[src/rtl/alu_retire_stage_pkg.sv]
// Shared encodings for the ALU and its retire stage: op codes, execute
// conditions, retired-entry kinds, flag bit positions, condition helper.
package alu_retire_stage_pkg;

  // ALU operation that produced the result (shared with the ALU)
  typedef enum logic [1:0] {
    ADD_ARITH = 2'b00,
    NAND_OP   = 2'b01,
    EQUAL     = 2'b10,
    ADD_MEM   = 2'b11
  } alu_op_e;

  // Execute conditions
  localparam logic [1:0] COND_ALWAYS = 2'b00;
  localparam logic [1:0] COND_CARRY  = 2'b01;
  localparam logic [1:0] COND_ZERO   = 2'b10;
  localparam logic [1:0] COND_NEVER  = 2'b11;

  // Retired entry kinds
  localparam logic [1:0] KIND_REG_WB   = 2'b00;
  localparam logic [1:0] KIND_MEM_ADDR = 2'b01;
  localparam logic [1:0] KIND_BRANCH   = 2'b10;

  // Flag bit positions
  localparam int unsigned FLAG_C = 1;
  localparam int unsigned FLAG_Z = 0;

  // Evaluate an execute condition against the architectural flags
  function automatic logic cond_pass(input logic [1:0] cond, input logic [1:0] flags);
    logic pass;
    pass = 1'b0;
    case (cond)
      COND_ALWAYS: pass = 1'b1;
      COND_CARRY:  pass = flags[FLAG_C];
      COND_ZERO:   pass = flags[FLAG_Z];
      default:     pass = 1'b0;
    endcase
    return pass;
  endfunction

endpackage

[src/rtl/alu_retire_stage_skid_buf.sv]
// retire_skid_buf: 2-entry FIFO of packed retire entries with EMPTY/ONE/TWO FSM.
// Ports: clk, rst_n (sync, active-low), push/din (caller guarantees !full),
// pop (only meaningful while out_valid), out_valid/in_ready (registered),
// dout (head entry, registered).
module retire_skid_buf #(
  parameter int unsigned W = 21
) (
  input  logic         clk,
  input  logic         rst_n,
  input  logic         push,
  input  logic [W-1:0] din,
  input  logic         pop,
  output logic         out_valid,
  output logic         in_ready,
  output logic [W-1:0] dout
);

  typedef enum logic [1:0] {EMPTY = 2'b00, ONE = 2'b01, TWO = 2'b10} state_e;

  state_e       state_q, state_d;
  logic [W-1:0] head_q, head_d;
  logic [W-1:0] tail_q, tail_d;
  logic         out_valid_q;
  logic         in_ready_q;

  // Next state and next storage contents
  always_comb begin
    state_d = state_q;
    head_d  = head_q;
    tail_d  = tail_q;
    case (state_q)
      EMPTY: begin
        if (push) begin
          head_d  = din;
          state_d = ONE;
        end
      end
      ONE: begin
        if (push && pop) begin
          head_d = din;                  // head leaves, new entry takes its place
        end else if (push) begin
          tail_d  = din;
          state_d = TWO;
        end else if (pop) begin
          state_d = EMPTY;
        end
      end
      TWO: begin
        if (pop) begin
          head_d  = tail_q;              // FIFO order: second entry moves up
          state_d = ONE;
        end
      end
      default: state_d = EMPTY;
    endcase
  end

  // State, storage and handshake flags, all registered
  always_ff @(posedge clk) begin
    if (!rst_n) begin
      state_q     <= EMPTY;
      head_q      <= '0;
      tail_q      <= '0;
      out_valid_q <= 1'b0;
      in_ready_q  <= 1'b1;
    end else begin
      state_q     <= state_d;
      head_q      <= head_d;
      tail_q      <= tail_d;
      out_valid_q <= (state_d != EMPTY);
      in_ready_q  <= (state_d != TWO);
    end
  end

  assign out_valid = out_valid_q;
  assign in_ready  = in_ready_q;
  assign dout      = head_q;

endmodule

[src/rtl/alu_retire_stage.sv]
// alu_retire_stage: captures ALU results, resolves conditional execution and
// equality branches, keeps the architectural flags and queues retired effects.
// Ports: clk, rst_n (sync, active-low); in_* ALU side with in_valid/in_ready;
// out_* consumer side with out_valid/out_ready; flags_q architectural flags;
// drop_cnt saturating count of accepted instructions that produced no entry.
module alu_retire_stage
  import alu_retire_stage_pkg::*;
#(
  parameter int unsigned DATA_W = 16,
  parameter int unsigned REG_AW = 3,
  parameter int unsigned CNT_W  = 8
) (
  input  logic              clk,
  input  logic              rst_n,
  input  logic              in_valid,
  output logic              in_ready,
  input  logic [1:0]        in_alu_op,
  input  logic [DATA_W-1:0] in_result,
  input  logic [1:0]        in_flags,
  input  logic [REG_AW-1:0] in_dest,
  input  logic [1:0]        in_cond,
  input  logic              in_flag_we,
  output logic              out_valid,
  input  logic              out_ready,
  output logic [1:0]        out_kind,
  output logic [REG_AW-1:0] out_dest,
  output logic [DATA_W-1:0] out_data,
  output logic [1:0]        flags_q,
  output logic [CNT_W-1:0]  drop_cnt
);

  localparam int unsigned ENTRY_W = 2 + REG_AW + DATA_W;

  logic              accept;
  logic              pass;
  logic              has_entry;
  logic              push;
  logic              pop;
  logic [1:0]        kind;
  logic [REG_AW-1:0] dest;
  logic [ENTRY_W-1:0] entry;
  logic [ENTRY_W-1:0] head;
  logic [1:0]        flags_r;
  logic [CNT_W-1:0]  drop_r;

  // Decode the incoming instruction into an optional retire entry
  always_comb begin
    accept    = in_valid && in_ready;
    pass      = cond_pass(in_cond, flags_r);
    has_entry = 1'b0;
    kind      = KIND_REG_WB;
    dest      = '0;
    case (alu_op_e'(in_alu_op))
      ADD_ARITH, NAND_OP: begin
        has_entry = 1'b1;
        kind      = KIND_REG_WB;
        dest      = in_dest;
      end
      ADD_MEM: begin
        has_entry = 1'b1;
        kind      = KIND_MEM_ADDR;
      end
      EQUAL: begin
        has_entry = in_flags[FLAG_Z];    // branch taken only when operands equal
        kind      = KIND_BRANCH;
      end
      default: has_entry = 1'b0;
    endcase
    if (!pass) has_entry = 1'b0;
    push  = accept && has_entry;
    pop   = out_valid && out_ready;
    entry = {kind, dest, in_result};
  end

  // Architectural flags and saturating drop counter
  always_ff @(posedge clk) begin
    if (!rst_n) begin
      flags_r <= 2'b00;
      drop_r  <= '0;
    end else if (accept) begin
      if (pass && in_flag_we) flags_r <= in_flags;
      if (!has_entry && (drop_r != {CNT_W{1'b1}})) drop_r <= drop_r + CNT_W'(1);
    end
  end

  retire_skid_buf #(.W(ENTRY_W)) u_buf (
    .clk       (clk),
    .rst_n     (rst_n),
    .push      (push),
    .din       (entry),
    .pop       (pop),
    .out_valid (out_valid),
    .in_ready  (in_ready),
    .dout      (head)
  );

  assign out_kind = head[ENTRY_W-1 -: 2];
  assign out_dest = head[DATA_W +: REG_AW];
  assign out_data = head[DATA_W-1:0];
  assign flags_q  = flags_r;
  assign drop_cnt = drop_r;

endmodule

[config.mk]
export PLATFORM = sky130hd
export DESIGN_NAME = alu_retire_stage
export DESIGN_NICKNAME = d
export VERILOG_FILES = /design/src/rtl/alu_retire_stage_pkg.sv /design/src/rtl/alu_retire_stage_skid_buf.sv /design/src/rtl/alu_retire_stage.sv
export SDC_FILE = /design/constraint.sdc
export NUM_CORES = 1
export LEC_CHECK = 0
export CAP_MARGIN = 40
export CORE_MARGIN = 2
export CORE_UTILIZATION = 52
export CTS_CLUSTER_DIAMETER = 150
export DETAILED_ROUTE_END_ITERATION = 8
export HOLD_SLACK_MARGIN = 0.05
export PLACE_DENSITY = 0.9
export SLEW_MARGIN = 5
export SYNTH_ARGS = -nofsm -noshare
export SYNTH_HDL_FRONTEND = slang
export SYNTH_SLANG_ARGS = --single-unit
[constraint.sdc]
create_clock -name clk -period 3.91 [get_ports clk]
set_clock_uncertainty 0.15 [all_clocks]
set_input_delay 0.9775 -clock clk [delete_from_list [all_inputs] [get_ports clk]]
set_output_delay 0.9775 -clock clk [all_outputs]
set_load 0.01 [all_outputs]
After elaboration in Yosys (flattened, before gate mapping):

Cells that the tools add are included.

* flip-flop bits (word level): 56
* input port bits: 30
* output and inout bits: 33
* word-level logic and storage cells: 54

* add/subtract/negate cells: 1
* eq/ne operators: 12
* multiplexer cells: 15
* bitwise logic cells: 1
* reduce and logical (&&, ||, !) cells: 18

Operators by type and width (number)
* two-way mux 21 bit: 3
* one-hot mux 21 bit (3 select lines): 1
* one-hot mux 2 bit (3 select lines): 2
* two-way mux 2 bit: 5
* adder 8 x 1 -> 8 bit (second input constant): 1
* equality test 2 bit (second input constant): 4
* != test 8 bit (second input constant): 1
* equality test 2 x 1 -> 1 bit (second input constant): 3
* logical AND 1 bit: 6
* zero test 2 bit: 3
* != test 2 x 1 -> 1 bit (second input constant): 3
* AND reduction 2 bit: 2
* AND reduction 4 bit: 1
* two-way mux 3 bit: 1
* one-hot mux 1 bit (3 select lines): 1
* AND reduction 3 bit: 1
* nonzero test 3 bit: 1
* OR reduction 3 bit: 1
* != test 2 bit (second input constant): 1
* one-hot mux 1 bit (2 select lines): 1
* nonzero test 2 bit: 1
* OR reduction 2 bit: 1
* zero test 1 bit: 1
* two-way mux 1 bit: 1
* inverter 1 bit: 1

Depth between registers and ports, before layout:

Gate-level depths: netlist (run 1).

* depth in word-level cells: 9
* depth in mapped cells: 5
* gate-level depth less buffers: 5

Hierarchy:

Synthesis (run 1) repeated with hierarchy kept, for this count alone.

* cells, all modules: 273
* area total of the unflattened synthesis: 2557.5 µm²

By module, submodules not included
* retire_skid_buf: instances 1, cells each 208, area an instance 1981.9 µm², sequential area each 920.9 µm²
* alu_retire_stage: instances 1, cells each 65, area an instance 575.6 µm², sequential area each 200.2 µm²

Least setup slack after synthesis (run 1):

OpenSTA, ideal clock, no wires.

* path type: input to register
* from: input port in_flags[0]
* to: register u_buf.head_q[16], in the netlist u_buf.dout[16]
* setup time: 119 ps
* arrival: 2087 ps
* data required time: 3641 ps
* setup slack: 1554 ps
* cell stages on the path: 5
* buffers on the path: 1
* cell sequence: or3b_4 o2111ai_1 o31ai_1 buf_2 o221a_2

* cells in the longest elaborated chain, start to end: 6
* elaborated cells between the ends (all ways): 7
* those cells by class: eq/ne: 2; mux: 2; reduce/logical: 3

RTL lines
* start, declared: RTL line alu_retire_stage.sv:19 `input logic [1:0] in_flags,`
* one-hot mux 1 bit (2 select lines) (*): RTL line alu_retire_stage.sv:53 `case (alu_op_e'(in_alu_op))`
* two-way mux 1 bit (*): RTL line alu_retire_stage.sv:69 `if (!pass) has_entry = 1'b0;`
* logical AND 1 bit (*): RTL line alu_retire_stage.sv:70 `push = accept && has_entry;`
* logical AND 1 bit: RTL line alu_retire_stage_skid_buf.sv:39 `if (push && pop) begin`
* != test 2 x 1 -> 1 bit (no source line)
* AND reduction 4 bit (no source line) (*)
* end signal, assigned: RTL line alu_retire_stage_skid_buf.sv:62 `head_q <= '0;`
* end signal, assigned: RTL line alu_retire_stage_skid_buf.sv:68 `head_q <= head_d;`
* end, declared: RTL line alu_retire_stage_skid_buf.sv:21 `logic [W-1:0] head_q, head_d;`

Every way passes the cells marked *; elsewhere a longest branch is shown, timed or not.
A chain may end at the register's enable or synchronous reset.

Worst setup path after layout (run 1):

* from: input port in_alu_op[1]
* to: register drop_r[4], in the netlist drop_cnt[4]

* cells in the longest elaborated chain, start to end: 7
* elaborated cells between the ends (all ways): 10
* those cells by class: eq/ne: 3; mux: 2; reduce/logical: 5

RTL lines
* start, declared: RTL line alu_retire_stage.sv:17 `input logic [1:0] in_alu_op,`
* equality test 2 bit (tied with other cells): RTL line alu_retire_stage.sv:53
* OR reduction 3 bit (no source line)
* one-hot mux 1 bit (2 select lines) (*): RTL line alu_retire_stage.sv:53
* two-way mux 1 bit (*): RTL line alu_retire_stage.sv:69
* zero test 1 bit (*): RTL line alu_retire_stage.sv:82 `if (!has_entry && (drop_r != {CNT_W{1'b1}})) drop_r <= drop_r + CNT_W'(1);`
* logical AND 1 bit (*): RTL line alu_retire_stage.sv:82
* AND reduction 2 bit (no source line) (*)
* end signal, assigned: RTL line alu_retire_stage.sv:82
* end, declared: RTL line alu_retire_stage.sv:44 `logic [CNT_W-1:0] drop_r;`

Marked as above.

==> run metrics, run 1 <==
run status=complete, no violations; Post-Synthesis Cells=272; P&R area growth vs syn=32.0%; hold crit path type=flop to flop; FF-to-FF End=u_buf.tail_q[13]$_SDFFE_PN0P_; Async SR Flop Fraction=0; Slew Limit Fails=0; power per cell area=338 nW/µm²; CTS tree=yes; Crit-path slowest cell=clkdlybuf4s50_1; flop-to-flop setup slack=1900 ps; Buffers on Ports=62; site row count=24; Overflow after GRT=0; Resize count post-CTS=0; Clock Path Buffers=2; Post-CTS Setup Bufs=0; synthesized netlist net count=303; vias in the first global route=2109; GR Util All Layers=0.231; CP Data Required Time=4010 ps; DRC Markers=0; Final setup viols=0; crit end category=flop; DP Worst Slack=835 ps; CP arrival=2860 ps; CP Cell Sequence=clkdlybuf4s50_1 -> or3b_4 -> o211a_2 -> or4_1 -> a21oi_1; number of cells after detailed placement=376; peak supply drop=290 µV; slew margin rel.=0.573; CTS Sinks=56; Core ar.=4440 µm²; register area share after synthesis=0.457; most common flop cell mapped by yosys=dfxtp_1; RePlAce Congestion=0.815; RSZ-0062 raised after global routing=false; Initial Util=0.552; largest net degree at the start of global routing=32; Vias=2208; Worst Tran Pin Value=640 ps; P_leak=1.21 nW; Ant. Diodes=0; Avg Inst Size Synth=9.03 µm²; worst setup margin=1140 ps; MaxCap Viol Count=0; TritonRoute pass-1 iters=4; final period utilization=0.707; Yosys reg bits=56; first-pass GRT wire length=9.65 mm; number of flops mapped to enable cells by yosys=0; CP Max Fanout=15; Critical Path Start Type=input port; CP Buf/Inv Count=1; Slowest Stage Delay on Critical Path=530 ps; clock-pin slew on the worst setup and hold paths=100 ps; Hold Crit Depth=2; hold_sp=u_buf.tail_q[20]$_SDFFE_PN0P_; WL per Instance=15.1 µm; count of hold-fix buffers inserted at cts=0; Die Height=72.7 µm; Fmax=362 MHz; Worst path top cell family by delay=simple AND/OR/NAND/NOR gates; final cell count without fillers=384; Final Power=0.00109 W; Ports=63; Routed Antenna Nets=0; total routed wirelength=5.78 mm; Final #Nets=362; WS Path Type=input port to flop; Num CTS Buffers=5; H-tree levels=2; Horiz. Die Dim=72.7 µm; Via-to-Cell Ratio=5.75; yosys synthesis warning count=0; Worst Reg-to-Reg Cells=5; Setup TNS=0 ps; layout cell share with drive strength beyond 1=0.139; Initial DRC Count=210; Setup crit start=in_alu_op[1]; clk_lat worst skew=320 ps; Distinct cells, synth=43; DP HPWL=3.90 mm; Mapped Area=2450 µm²; Reg2Reg Launch Point=flags_q[0]$_SDFFE_PN0P_; min Tclk post-route=2770 ps; initial antenna violation count=0; WHS Endpoint=u_buf.tail_q[20]$_SDFFE_PN0P_; Root Driver=clkbuf_8; die area=5290 µm²; Final Hold Fails=0
[sequential cells by signal (all words and copies together), names as in the netlist]
| name | cells |
|---|---|
| u_buf.dout | 21 |
| u_buf.tail_q | 21 |
| drop_cnt | 8 |
| flags_q | 2 |
| u_buf.state_q | 2 |
| u_buf.in_ready | 1 |
| u_buf.out_valid | 1 |
[per-layer routing]
metal / share of wire / routed length (µm) / global-route usage
met2: 0.50 / 2880 / 0.389
met3: 0.050 / 291 / 0.0525
met4: 0.019 / 112 / 0.0844
met1: 0.43 / 2500 / 0.288
met5: 0 / 0 / 0
[worst max-delay path by stage]
stage	endpoint	slack [ps]	cells after the start
after floorplan	u_buf.dout[16]$_SDFFE_PN0P_	1550	5
after global placement	u_buf.dout[19]$_SDFFE_PN0P_	890	6
after detailed placement	u_buf.tail_q[2]$_SDFFE_PN0P_	830	6
after CTS	drop_cnt[4]$_SDFFE_PN0P_	1150	5
after global routing	u_buf.tail_q[3]$_SDFFE_PN0P_	1010	6
final	drop_cnt[4]$_SDFFE_PN0P_	1140	5
[cells in the final DEF (no fill, tap or decap), types with 5 or more instances in the layout]
| cell | count |
|---|---|
| dfxtp_1 | 56 |
| buf_4 | 6 |
| nand3_1 | 5 |
| a21oi_1 | 7 |
| o21ai_0 | 6 |
| o221a_2 | 19 |
| mux2i_1 | 24 |
| clkdlybuf4s50_1 | 62 |
| clkbuf_8 | 5 |
| nor2_1 | 43 |
| nand2_1 | 47 |
[per-stage QoR]
stage	util	hold WS [ps]	area, µm²
detailed placement	0.707	302	3140
floorplan	-	282	2450
global placement	0.701	289	3120
global route	0.729	339	3240
CTS	0.729	316	3240
finish	0.729	313	3240
[Yosys cell counts (3+ instances only)]
cell type | count | area, µm²
or4_1 | 4 | 30.0
a21oi_1 | 7 | 35.0
and2b_2 | 3 | 26.3
o31ai_1 | 5 | 37.5
nand3_1 | 5 | 25.0
clkbuf_1 | 12 | 45.0
dfxtp_1 | 56 | 1120
nand2_1 | 47 | 176
o221a_2 | 19 | 214
o21ai_0 | 6 | 30.0
mux2i_1 | 24 | 240
inv_1 | 4 | 15.0
nor2_1 | 43 | 161
nand2b_1 | 4 | 25.0
[cell type report]
cell class / count / area [µm²]
clock buffers: 5 / 68.8
clock inverters: 3 / 27.5
fillers: 332 / 1200
inverters: 4 / 15.0
multi-input cells: 195 / 1250
flip-flops and latches: 56 / 1120
well taps: 52 / 65.1
repair buffers: 69 / 693
[worst register-to-register path, stage by stage, from the launching register on]
cell	delay [ps]
dfxtp_1	360
nor2b_1	270
o2111ai_1	340
nor3_4	210
buf_4	380
mux2i_1	240
[report_power, final]
| part | total [W] | switching [W] | leakage, nW | internal [W] |
|---|---|---|---|---|
| Combinational | 0.000153 | 0.0000668 | 0.714 | 0.0000865 |
| Sequential | 0.000601 | 0.0000125 | 0.454 | 0.000588 |
| Clock | 0.000341 | 0.000209 | 0.0463 | 0.000132 |
[cell families (layout without fill, tap and decap cells)]
family                   after synthesis  count (layout)  synth area share
AND/OR/NAND/NOR                      121             121             0.229
buffers and inverters                 21              81            0.0392
flip-flops                            56              56             0.457
adder cells (fa/ha/maj)                1               1           0.00510
AO/OA/AOI/OAI                         49              49             0.172
multiplexers                          24              24            0.0979
Power figures use the tool's default switching activity.
==> inputs of run 2 (changes only) <==
--- a/config.mk
+++ b/config.mk
@@ -7,11 +7,11 @@
 export LEC_CHECK = 0
 export CAP_MARGIN = 40
 export CORE_MARGIN = 2
-export CORE_UTILIZATION = 52
+export CORE_UTILIZATION = 44
 export CTS_CLUSTER_DIAMETER = 150
 export DETAILED_ROUTE_END_ITERATION = 8
 export HOLD_SLACK_MARGIN = 0.05
-export PLACE_DENSITY = 0.9
+export PLACE_DENSITY = 0.82
 export SLEW_MARGIN = 5
 export SYNTH_ARGS = -nofsm -noshare
 export SYNTH_HDL_FRONTEND = slang
==> constraint.sdc (replaced) <==
create_clock -name clk -period 2.5 [get_ports clk]
set_clock_uncertainty 0.15 [all_clocks]
set_input_delay 0.625 -clock clk [delete_from_list [all_inputs] [get_ports clk]]
set_output_delay 0.625 -clock clk [all_outputs]
set_load 0.01 [all_outputs]
==> run metrics, run 2 (same netlist as run 1, synthesis figures left out) <==
WL per Instance=13.9 µm; final period utilization=0.945; clk_lat worst skew=300 ps; Root Driver=clkbuf_8; GRT busiest layer=met2; Initial Util=0.451; routing usage on met3=0.0341; CTS Sinks=56; die area=6190 µm²; Slew Limit Fails=0; Critical Path Start Type=input port; count of hold-fix buffers inserted at cts=0; RePlAce Congestion=0.794; Worst Tran Pin Value=592 ps; P&R area growth vs syn=37.5%; DP HPWL=3.88 mm; Core ar.=5440 µm²; Post-CTS Setup Bufs=0; Fmax=423 MHz; initial antenna violation count=0; TritonRoute pass-1 iters=4; most common cell after layout, fill and taps aside=clkdlybuf4s50_1; Clock Path Buffers=2; Setup TNS=0 ps; crit end category=flop; Ports=63; power per cell area=502 nW/µm²; MaxCap Viol Count=0; Via-to-Cell Ratio=5.25; CP Data Required Time=2580 ps; CP Max Fanout=13; M1 GR Usage=0.220; P_leak=1.27 nW; Routed Antenna Nets=0; layout cell share with drive strength beyond 1=0.170; GR Util All Layers=0.176; hold crit path type=flop to flop; hold_sp=u_buf.dout[20]$_SDFFE_PN0P_; Final #Nets=372; Initial DRC Count=109; Buffers on Ports=62; largest net degree at the start of global routing=48; peak supply drop=278 µV; Ant. Diodes=0; Horiz. Die Dim=78.7 µm; clock-pin slew on the worst setup and hold paths=100 ps; most frequent cells in the layout=61 x clkdlybuf4s50_1, 56 x dfxtp_1, 47 x nand2_1, 43 x nor2_1, 24 x mux2i_1; RSZ-0062 raised after global routing=false; WS Path Type=input port to flop; fill count=470; CTS tree=yes; H-tree levels=2; DRC Markers=0; min Tclk post-route=2360 ps; Overflow after GRT=0; Final setup viols=0; site row count=27; run status=complete, no violations; Reg2Reg Launch Point=u_buf.state_q[1]$_SDFF_PN0_; CP arrival=2440 ps; met2 Use GR=0.303; Setup crit start=in_alu_op[1]; total routed wirelength=5.77 mm; Core Util, Final=0.621; Vias=2174; Die Height=78.7 µm; first-pass GRT wire length=8.74 mm; Final Hold Fails=0; Num CTS Buffers=5; slew margin rel.=0.605; vias in the first global route=1913
-- run 2: cell type report --
| cell class | instances | area [µm²] | share of cell area |
|---|---|---|---|
| Multi-Input combinational cell | 196 | 1280 | 0.381 |
| Sequential cell | 56 | 1120 | 0.332 |
| Timing Repair Buffer | 78 | 773 | 0.229 |
| Tap cell | 72 | 90.1 | 0.0267 |
| Clock buffer | 5 | 68.8 | 0.0204 |
| Clock inverter | 3 | 22.5 | 0.00667 |
| Inverter | 4 | 15.0 | 0.00445 |
-- run 2: power by group --
group | total [W] | internal, W | switching [W]
registers | 0.000939 | 0.000920 | 0.0000192
logic | 0.000252 | 0.000144 | 0.000108
clock network | 0.000503 | 0.000202 | 0.000301
-- run 2: worst max-delay path, stage by stage --
cell,delay [ps]
clkdlybuf4s50_1,410
or3b_4,250
o2111ai_2,230
buf_4,250
nor3_4,240
buf_12,200
mux2i_1,220
-- run 2: stage by stage --
stage	instances	hold slack (ps)	total power [W]	cell area, µm²	setup WS (ps)
4_1_cts	413	314	0.00170	3350	67.2
6_report	414	315	0.00169	3380	137
3_3_place_gp	405	291	0.00120	3260	-232
3_5_place_dp	405	299	0.00121	3260	-251
5_1_grt	414	334	0.00177	3380	68.4
2_1_floorplan	272	282	0.00107	2450	496
-- run 2: final timing paths --
| kind | end | slack (ps) | depth (start not counted) |
|---|---|---|---|
| setup reg to reg | u_buf.dout[13]$_SDFFE_PN0P_ | 500 | 5 |
| hold reg to reg | u_buf.dout[20]$_SDFFE_PN0P_ | 320 | 2 |
| setup / recovery | u_buf.tail_q[8]$_SDFFE_PN0P_ | 140 | 7 |
| hold / removal | u_buf.dout[20]$_SDFFE_PN0P_ | 320 | 2 |
-- run 2: repair_timing --
action                                  CTS  global route
endpoints found under the setup margin    0            20
resized for setup                         0             3
endpoints found under the hold margin     0             0
-- run 2: metal layers --
metal	share of wire	routed length, µm
met1	0.45	2600
met2	0.48	2740
met3	0.063	361
met4	0.011	65
met5	0	0
==> inputs of run 3 (changes only) <==
--- a/config.mk
+++ b/config.mk
@@ -10,8 +10,10 @@
 export CORE_UTILIZATION = 44
 export CTS_CLUSTER_DIAMETER = 150
 export DETAILED_ROUTE_END_ITERATION = 8
+export GPL_TIMING_DRIVEN = 0
 export HOLD_SLACK_MARGIN = 0.05
 export PLACE_DENSITY = 0.82
+export SKIP_LAST_GASP = 1
 export SLEW_MARGIN = 5
 export SYNTH_ARGS = -nofsm -noshare
 export SYNTH_HDL_FRONTEND = slang
==> run metrics, run 3 (same netlist as run 1, synthesis figures left out) <==
Vias=2213; Worst Reg-to-Reg Cells=5; CP Data Required Time=2590 ps; first-pass GRT wire length=9.65 mm; Ant. Diodes=0; peak supply drop=294 µV; CTS Sinks=56; Final Hold Fails=0; Gate power share=0.142; run status=complete, no violations; WS Path Type=input port to flop; Die Height=78.7 µm; Initial DRC Count=207; Final setup viols=0; placed cell areas=3170 µm²; fin area=3260 µm²; H-tree levels=2; FF-to-FF End=u_buf.tail_q[11]$_SDFFE_PN0P_; CP Max Fanout=10; P_sw=0.000441 W; hold_sp=u_buf.tail_q[20]$_SDFFE_PN0P_; TritonRoute pass-1 iters=5; clock-pin slew on the worst setup and hold paths=100 ps; P_leak=1.21 nW; MaxCap Viol Count=0; Final #Nets=373; Fmax=415 MHz; most frequent cells in the layout=62 x clkdlybuf4s50_1, 56 x dfxtp_1, 47 x nand2_1, 43 x nor2_1, 24 x mux2i_1; Worst Tran Pin Value=577 ps; Clock Path Buffers=2; internal power=0.00125 W; slew margin rel.=0.613; layout cell share with drive strength beyond 1=0.128; largest net degree at the start of global routing=19; Initial Util=0.451; Resize count post-CTS=0; sw frac=0.260; RePlAce Congestion=0.825; Hold Crit Depth=2; Root Driver=clkbuf_8; most common cell after layout, fill and taps aside=clkdlybuf4s50_1; Routed Antenna Nets=0; CP arrival=2500 ps; min Tclk post-route=2410 ps; GR Util All Layers=0.194; power per cell area=519 nW/µm²; WHS Endpoint=u_buf.tail_q[20]$_SDFFE_PN0P_; Ports=63; CTS tree=yes; fill count=457; DP HPWL=4.26 mm; Seq pwr share=0.554; Critical Path Start Type=input port; initial antenna violation count=0; Slew Limit Fails=0; vias in the first global route=2138; DRC Markers=0; clock network power share=0.304; Via-to-Cell Ratio=5.33; worst setup margin=91.3 ps; Buffers on Ports=62; Num CTS Buffers=5; Core ar.=5440 µm²; RSZ-0062 raised after global routing=true; Reg2Reg Launch Point=flags_q[0]$_SDFFE_PN0P_; flop-to-flop setup slack=510 ps; total routed wirelength=5.95 mm; Core Util, Final=0.600; Horiz. Die Dim=78.7 µm; WL per Instance=14.3 µm; site row count=27; clk_lat worst skew=310 ps; DP Worst Slack=-213 ps; crit end category=flop; die area=6190 µm²; Final Power=0.00169 W; final period utilization=0.963; Overflow after GRT=0; hold crit path type=flop to flop; Setup TNS=0 ps; P&R area growth vs syn=32.9%
## run 3: timing repair
| item | 4_1_cts | 5_1_grt |
|---|---|---|
| hold endpoints to repair | 0 | 0 |
| buffers inserted | 0 | 1 |
| hold buffers | 0 | 0 |
| endpoints found under the setup margin | 0 | 13 |
## run 3: final cells by class
cell class / count / area [µm²] / area share
Clock buffer: 5 / 68.8 / 0.0211
Tap cell: 72 / 90.1 / 0.0276
Sequential cell: 56 / 1120 / 0.344
Inverter: 4 / 15.0 / 0.00460
Clock inverter: 3 / 21.3 / 0.00652
Multi-Input combinational cell: 195 / 1240 / 0.379
Buffer: 17 / 81.3 / 0.0249
Timing Repair Buffer: 63 / 628 / 0.192
## run 3: worst max-delay path by stage
stage / end / start / depth (start not counted) / slack (ps)
6_report: u_buf.tail_q[11]$_SDFFE_PN0P_ / in_alu_op[1] / 6 / 90
5_1_grt: u_buf.tail_q[11]$_SDFFE_PN0P_ / in_alu_op[1] / 6 / -40
4_1_cts: u_buf.tail_q[11]$_SDFFE_PN0P_ / in_alu_op[1] / 6 / 120
3_5_place_dp: u_buf.tail_q[11]$_SDFFE_PN0P_ / in_alu_op[1] / 6 / -210
2_1_floorplan: u_buf.dout[16]$_SDFFE_PN0P_ / in_flags[0] / 5 / 500
3_3_place_gp: u_buf.dout[18]$_SDFFE_PN0P_ / in_alu_op[1] / 6 / -200
## run 3: metrics by stage
stage	instances	hold WS, ps
2_1_floorplan	272	282
6_report	415	314
5_1_grt	415	337
3_3_place_gp	406	291
4_1_cts	414	313
3_5_place_dp	406	299
## run 3: worst max-delay path, cell delays in order
cell             delay, ps
clkdlybuf4s50_1        480
or3b_4                 280
o2111ai_1              240
nor3_2                 350
buf_4                  280
mux2i_1                240
## run 3: routing by layer
metal	vias up	share of wire	track usage
li1	1100	-	-
met1	1048	0.47	0.250
met2	57	0.46	0.315
met3	8	0.051	0.0489
met4	0	0.016	0.0737
met5	-	0	0
## run 3: power by group through the flow
stage / combinational, W / sequential, W / clock (W)
floorplan: 0.000101 / 0.000968 / 0
global placement: 0.000235 / 0.000959 / 0
detailed placement: 0.000240 / 0.000959 / 0
CTS: 0.000241 / 0.000939 / 0.000517
global route: 0.000261 / 0.000942 / 0.000558
finish: 0.000241 / 0.000939 / 0.000514
